===== config.mk =====
export PLATFORM = sky130hd
export DESIGN_NAME = regram_fifo_flat
export DESIGN_NICKNAME = d
export VERILOG_FILES = /design/src/rtl/regram_fifo_if.sv /design/src/rtl/regram_fifo.sv /design/src/flat_wrapper.sv
export SDC_FILE = /design/constraint.sdc
export NUM_CORES = 1
export LEC_CHECK = 0
export CAP_MARGIN = 20
export CORE_ASPECT_RATIO = 1.1
export CORE_UTILIZATION = 23
export CTS_BUF_LIST = sky130_fd_sc_hd__clkbuf_4 sky130_fd_sc_hd__clkbuf_8 sky130_fd_sc_hd__clkbuf_16
export DETAILED_ROUTE_END_ITERATION = 16
export PLACE_DENSITY = 0.79
export SETUP_SLACK_MARGIN = 0.1
export SLEW_MARGIN = 20
export SYNTH_ARGS = -nofsm -noshare
export SYNTH_HDL_FRONTEND = slang
export SYNTH_SLANG_ARGS = --single-unit
export TNS_END_PERCENT = 30

===== constraint.sdc =====
create_clock -name clk -period 1.6 [get_ports clk]
set_clock_uncertainty 0.15 [all_clocks]
set_input_delay 0.32 -clock clk [delete_from_list [all_inputs] [get_ports clk]]
set_output_delay 0.32 -clock clk [all_outputs]
set_load 0.02 [all_outputs]

===== src/rtl/regram_fifo_if.sv =====
// Handshake and RAM-side signal bundle for regram_fifo.
// slave = the FIFO controller, master = producer/consumer/RAM side.
interface regram_fifo_if #(
  parameter int DATA_WIDTH = 32,
  parameter int DATA_DEPTH = 8
);
  localparam int AW = $clog2(DATA_DEPTH);

  logic                  flush_i;
  logic                  inp_valid_i;
  logic                  inp_ready_o;
  logic [DATA_WIDTH-1:0] inp_data_i;
  logic                  oup_valid_o;
  logic                  oup_ready_i;
  logic [DATA_WIDTH-1:0] oup_data_o;
  logic [AW:0]           count_o;
  logic [AW-1:0]         ram_waddr_o;
  logic                  ram_we_o;
  logic [DATA_WIDTH-1:0] ram_wdata_o;
  logic [AW-1:0]         ram_raddr_o;
  logic [DATA_WIDTH-1:0] ram_rdata_i;

  modport slave (
    input  flush_i, inp_valid_i, inp_data_i, oup_ready_i, ram_rdata_i,
    output inp_ready_o, oup_valid_o, oup_data_o, count_o,
           ram_waddr_o, ram_we_o, ram_wdata_o, ram_raddr_o
  );

  modport master (
    output flush_i, inp_valid_i, inp_data_i, oup_ready_i, ram_rdata_i,
    input  inp_ready_o, oup_valid_o, oup_data_o, count_o,
           ram_waddr_o, ram_we_o, ram_wdata_o, ram_raddr_o
  );
endinterface


===== src/rtl/regram_fifo.sv =====
// FIFO pointer/occupancy controller driving an external 0-latency register RAM.
// Pointers carry one extra wrap bit so full and empty are distinguishable without a counter.
module regram_fifo #(
    parameter int DATA_WIDTH = 32,
    parameter int DATA_DEPTH = 8
) (
    input logic          clk,
    input logic          rst_n,
    regram_fifo_if.slave bus
);
    localparam int AW = $clog2(DATA_DEPTH);

    logic [AW:0] wptr;
    logic [AW:0] rptr;
    logic        empty;
    logic        full;
    logic        push;
    logic        pop;

    assign empty = (wptr == rptr);
    assign full  = (wptr[AW-1:0] == rptr[AW-1:0]) && (wptr[AW] != rptr[AW]);

    // Handshake: a beat transfers on a cycle where valid and ready are both high.
    // Ready/valid outputs depend only on the pointers and flush_i, never on the peer's
    // valid/ready, and a full FIFO refuses a push even if it pops in the same cycle.
    assign bus.inp_ready_o = ~full & ~bus.flush_i;
    assign bus.oup_valid_o = ~empty;

    assign push = bus.inp_valid_i & bus.inp_ready_o;
    assign pop  = bus.oup_valid_o & bus.oup_ready_i & ~bus.flush_i;

    assign bus.ram_we_o    = push;
    assign bus.ram_waddr_o = wptr[AW-1:0];
    assign bus.ram_wdata_o = bus.inp_data_i;
    assign bus.ram_raddr_o = rptr[AW-1:0];
    assign bus.oup_data_o  = bus.ram_rdata_i;
    assign bus.count_o     = wptr - rptr;

    always_ff @(posedge clk or negedge rst_n) begin
        if (!rst_n) begin
            wptr <= '0;
            rptr <= '0;
        end else if (bus.flush_i) begin
            // RAM contents are left as-is; only the pointers are cleared.
            wptr <= '0;
            rptr <= '0;
        end else begin
            if (push) wptr <= wptr + 1'b1;
            if (pop)  rptr <= rptr + 1'b1;
        end
    end
endmodule


===== src/flat_wrapper.sv =====
// flat-port wrapper written by rule: the top's interface ports become plain ports
module regram_fifo_flat 
#(
    parameter int DATA_WIDTH = 32,
    parameter int DATA_DEPTH = 8
)
  (clk, rst_n, bus_flush_i, bus_inp_valid_i, bus_inp_data_i, bus_oup_ready_i, bus_ram_rdata_i, bus_inp_ready_o, bus_oup_valid_o, bus_oup_data_o, bus_count_o, bus_ram_waddr_o, bus_ram_we_o, bus_ram_wdata_o, bus_ram_raddr_o);
  regram_fifo_if #(.DATA_WIDTH(DATA_WIDTH), .DATA_DEPTH(DATA_DEPTH)) bus_i ();
  input logic clk;
  input logic rst_n;
  input wire logic [$bits(bus_i.flush_i)-1:0] bus_flush_i;
  input wire logic [$bits(bus_i.inp_valid_i)-1:0] bus_inp_valid_i;
  input wire logic [$bits(bus_i.inp_data_i)-1:0] bus_inp_data_i;
  input wire logic [$bits(bus_i.oup_ready_i)-1:0] bus_oup_ready_i;
  input wire logic [$bits(bus_i.ram_rdata_i)-1:0] bus_ram_rdata_i;
  output wire logic [$bits(bus_i.inp_ready_o)-1:0] bus_inp_ready_o;
  output wire logic [$bits(bus_i.oup_valid_o)-1:0] bus_oup_valid_o;
  output wire logic [$bits(bus_i.oup_data_o)-1:0] bus_oup_data_o;
  output wire logic [$bits(bus_i.count_o)-1:0] bus_count_o;
  output wire logic [$bits(bus_i.ram_waddr_o)-1:0] bus_ram_waddr_o;
  output wire logic [$bits(bus_i.ram_we_o)-1:0] bus_ram_we_o;
  output wire logic [$bits(bus_i.ram_wdata_o)-1:0] bus_ram_wdata_o;
  output wire logic [$bits(bus_i.ram_raddr_o)-1:0] bus_ram_raddr_o;
  assign bus_i.flush_i = bus_flush_i;
  assign bus_i.inp_valid_i = bus_inp_valid_i;
  assign bus_i.inp_data_i = bus_inp_data_i;
  assign bus_i.oup_ready_i = bus_oup_ready_i;
  assign bus_i.ram_rdata_i = bus_ram_rdata_i;
  assign bus_inp_ready_o = bus_i.inp_ready_o;
  assign bus_oup_valid_o = bus_i.oup_valid_o;
  assign bus_oup_data_o = bus_i.oup_data_o;
  assign bus_count_o = bus_i.count_o;
  assign bus_ram_waddr_o = bus_i.ram_waddr_o;
  assign bus_ram_we_o = bus_i.ram_we_o;
  assign bus_ram_wdata_o = bus_i.ram_wdata_o;
  assign bus_ram_raddr_o = bus_i.ram_raddr_o;
  regram_fifo #(.DATA_WIDTH(DATA_WIDTH), .DATA_DEPTH(DATA_DEPTH)) u_core (.clk(clk), .rst_n(rst_n), .bus(bus_i));
endmodule

==> qor.txt <==
status -> complete, but fails checks
failing checks -> setup timing
I/O Buffers -> 17
H-tree Lvls -> 1
DR pass1 iterations -> 3
Starting Density -> 0.246
synth warn -> 0
clk root buf -> clkbuf_8
number of global-route vias before repair -> 701
initial drt markers -> 35
commonest non-fill, non-tap cell in the layout -> buf_4
n_diodes -> 0
setup TNS -> -2.85 ns
VDD IR max -> 0.000258 V
CTS Buf Count -> 3
Cell Pwr Density -> 1060 nW/um^2
post-route setup slack -> -0.393 ns
syn_nets -> 203
Post-Synthesis Cells -> 128
CP arrival -> 1.52 ns
Worst-Margin Slew -> 0.400 ns
Fill cells -> 446
post-route cell area -> 1210 sq um
I/O pin cnt -> 146
Startpoint Class -> flop
Yosys reg bits -> 8
fin util -> 0.273
initial antenna violation count -> 0
Hold Vio Cnt, Final -> 0
required time worst endpoint -> 1.13 ns
CTS sink cnt -> 8
synthesized cell area -> 1080 sq um
count of different cell masters after synthesis -> 21
total placed cells including tap cells -> 152
RePlAce Congestion -> 0.791
max-cap viol count -> 0
Via Count -> 648
Fmax -> 502 MHz
antenna-violating nets left -> 0
global-route wire length before repair -> 3240 um
per-cell routed wire length -> 13.4 um
hpwl dp -> 1480 um
Setup violations, final -> 15
die height -> 74.0 um
post-route minimum period -> 1.99 ns
slew margin rel. -> 0.732
R2R depth -> 7
detailed-route wire length -> 2180 um
area used by multi-input combinational logic -> 457 sq um
GRT Total Usage -> 0.0940
most used cells in the layout excluding fill and tap cells -> buf_4, buf_6, nor2_1, dfrtp_1, inv_2
area post-placement -> 1060 sq um
Seq. cell area -> 201 sq um
clock tree from TritonCTS -> yes
worst-case clock buffer depth -> 2
Die Footprint -> 4990 sq um
max-slew violation count -> 0
GRT overflow -> 0
crit-path cells -> ha_4, buf_4, nand3_4, o21ai_4, nor2_2, buf_6
clock-pin slew on the worst setup and hold paths -> 0.05 ns
HP Class -> in -> async
area of the core -> 4410 sq um
slowest stage delay, CP -> 0.42 ns
Avg Cell Area, Syn -> 8.47 sq um
Layout area overhead -> 11.3%
Worst path slowest cell -> dfrtp_1
Avg Vias per Cell -> 3.98
share of cells above drive strength 1 -> 0.661
Setup CP Type -> reg -> out
RSZ-0062 raised after global routing -> true
crit-path max FO -> 4
DRC -> 0
Final period util -> 1.25
largest net degree at the start of global routing -> 9
Cell Count, Final, Fillers Out -> 163
Die Wd -> 67.4 um
# rows -> 25
leakage -> 0.000562 uW
register area share after synthesis -> 0.185
Nets -> 185
Post-Place Setup Slack -> -0.613 ns
clk_lat worst skew -> 0.24 ns
CP endpoint kind -> output port
[through the flow]
stage | total power, uW | hold slack [ns]
3_3_place_gp | 855 | 0.490
6_report | 1280 | 0.219
3_5_place_dp | 865 | 0.490
2_1_floorplan | 837 | -0.126
4_1_cts | 1250 | 0.242
5_1_grt | 1340 | 0.255
[logic make-up (layout without fill, tap and decap cells)]
group | count (synthesis) | after routing | synth area share
AO/OA/AOI/OAI | 10 | 10 | 0.0635
XOR/XNOR | 10 | 10 | 0.0878
adder cells (fa/ha/maj) | 6 | 6 | 0.0762
buffers and inverters | 78 | 59 | 0.513
flip-flops | 8 | 8 | 0.185
multiplexers | 1 | 1 | 0.00924
AND/OR/NAND/NOR | 15 | 15 | 0.0658
[where the power goes]
group | switching, uW | internal [uW]
Clock | 106 | 192
Sequential | 14.0 | 219
Combinational | 351 | 398
Total | 471 | 808
[metal layers]
layer,GRT usage,vias up,share of wire,routed length (um)
met5,0,-,0,0
met4,0.0993,0,0.054,118
met3,0.0460,23,0.11,241
met2,0.154,36,0.51,1100
met1,0.0789,294,0.33,719
li1,-,295,-,-
[state kept, by name, indices dropped and copies added, names as in the netlist]
name,cells
u_core.rptr,4
u_core.wptr,4
[final cells by class]
| cell class | instances | share of cell area |
|---|---|---|
| Inverter | 7 | 0.0218 |
| Clock buffer | 4 | 0.0405 |
| Sequential cell | 8 | 0.167 |
| Multi-Input combinational cell | 42 | 0.379 |
| Timing Repair Buffer | 48 | 0.336 |
| Tap cell | 54 | 0.0560 |
[cell usage after synthesis]
master	instances	area [sq um]
mux2i_1	1	10.0
nor2_1	8	30.0
nand2_1	2	7.51
and3_1	1	6.26
dfrtp_1	8	200
nand3_1	1	5.00
a21o_1	1	7.51
xnor2_1	6	52.6
ha_1	5	62.6
o211ai_1	2	15.0
o21ai_1	1	5.00
nand4_1	2	12.5
inv_1	7	26.3
fa_1	1	20.0
buf_1	1	3.75
xor2_1	3	26.3
o21ai_4	1	16.3
buf_4	70	526
nand3_2	1	10.0
a21oi_1	5	25.0
xnor2_2	1	16.3
[critical path, delay by kind of cell (launching register included)]
kind	cells	cell delay [ns]
fa+ha+maj	1	0.30
simple gates	2	0.13
flops	1	0.42
compound gates	1	0.18
buf+inv	2	0.25
[repair_timing]
action                                  CTS  global route
endpoints found under the setup margin   21            19
endpoints found under the hold margin     0             0
pin swaps                                13             7
buffers inserted                          5             2
hold buffers                              0             0
gates resized for setup                  77             3
[worst paths after layout]
| check | startpoint | end | slack, ns |
|---|---|---|---|
| min in group clk | bus_ram_rdata_i[10] | bus_oup_data_o[10] | 0.49 |
| min | rst_n | u_core.wptr[3] | 0.22 |
| min reg2reg | u_core.rptr[0] | u_core.rptr[0] | 0.58 |
| max in group asynchronous | rst_n | u_core.rptr[1] | 0.78 |
| max | u_core.wptr[1] | bus_ram_we_o | -0.39 |
| max reg2reg | u_core.wptr[1] | u_core.wptr[2] | -0.19 |
Power figures use the tool's default switching activity.
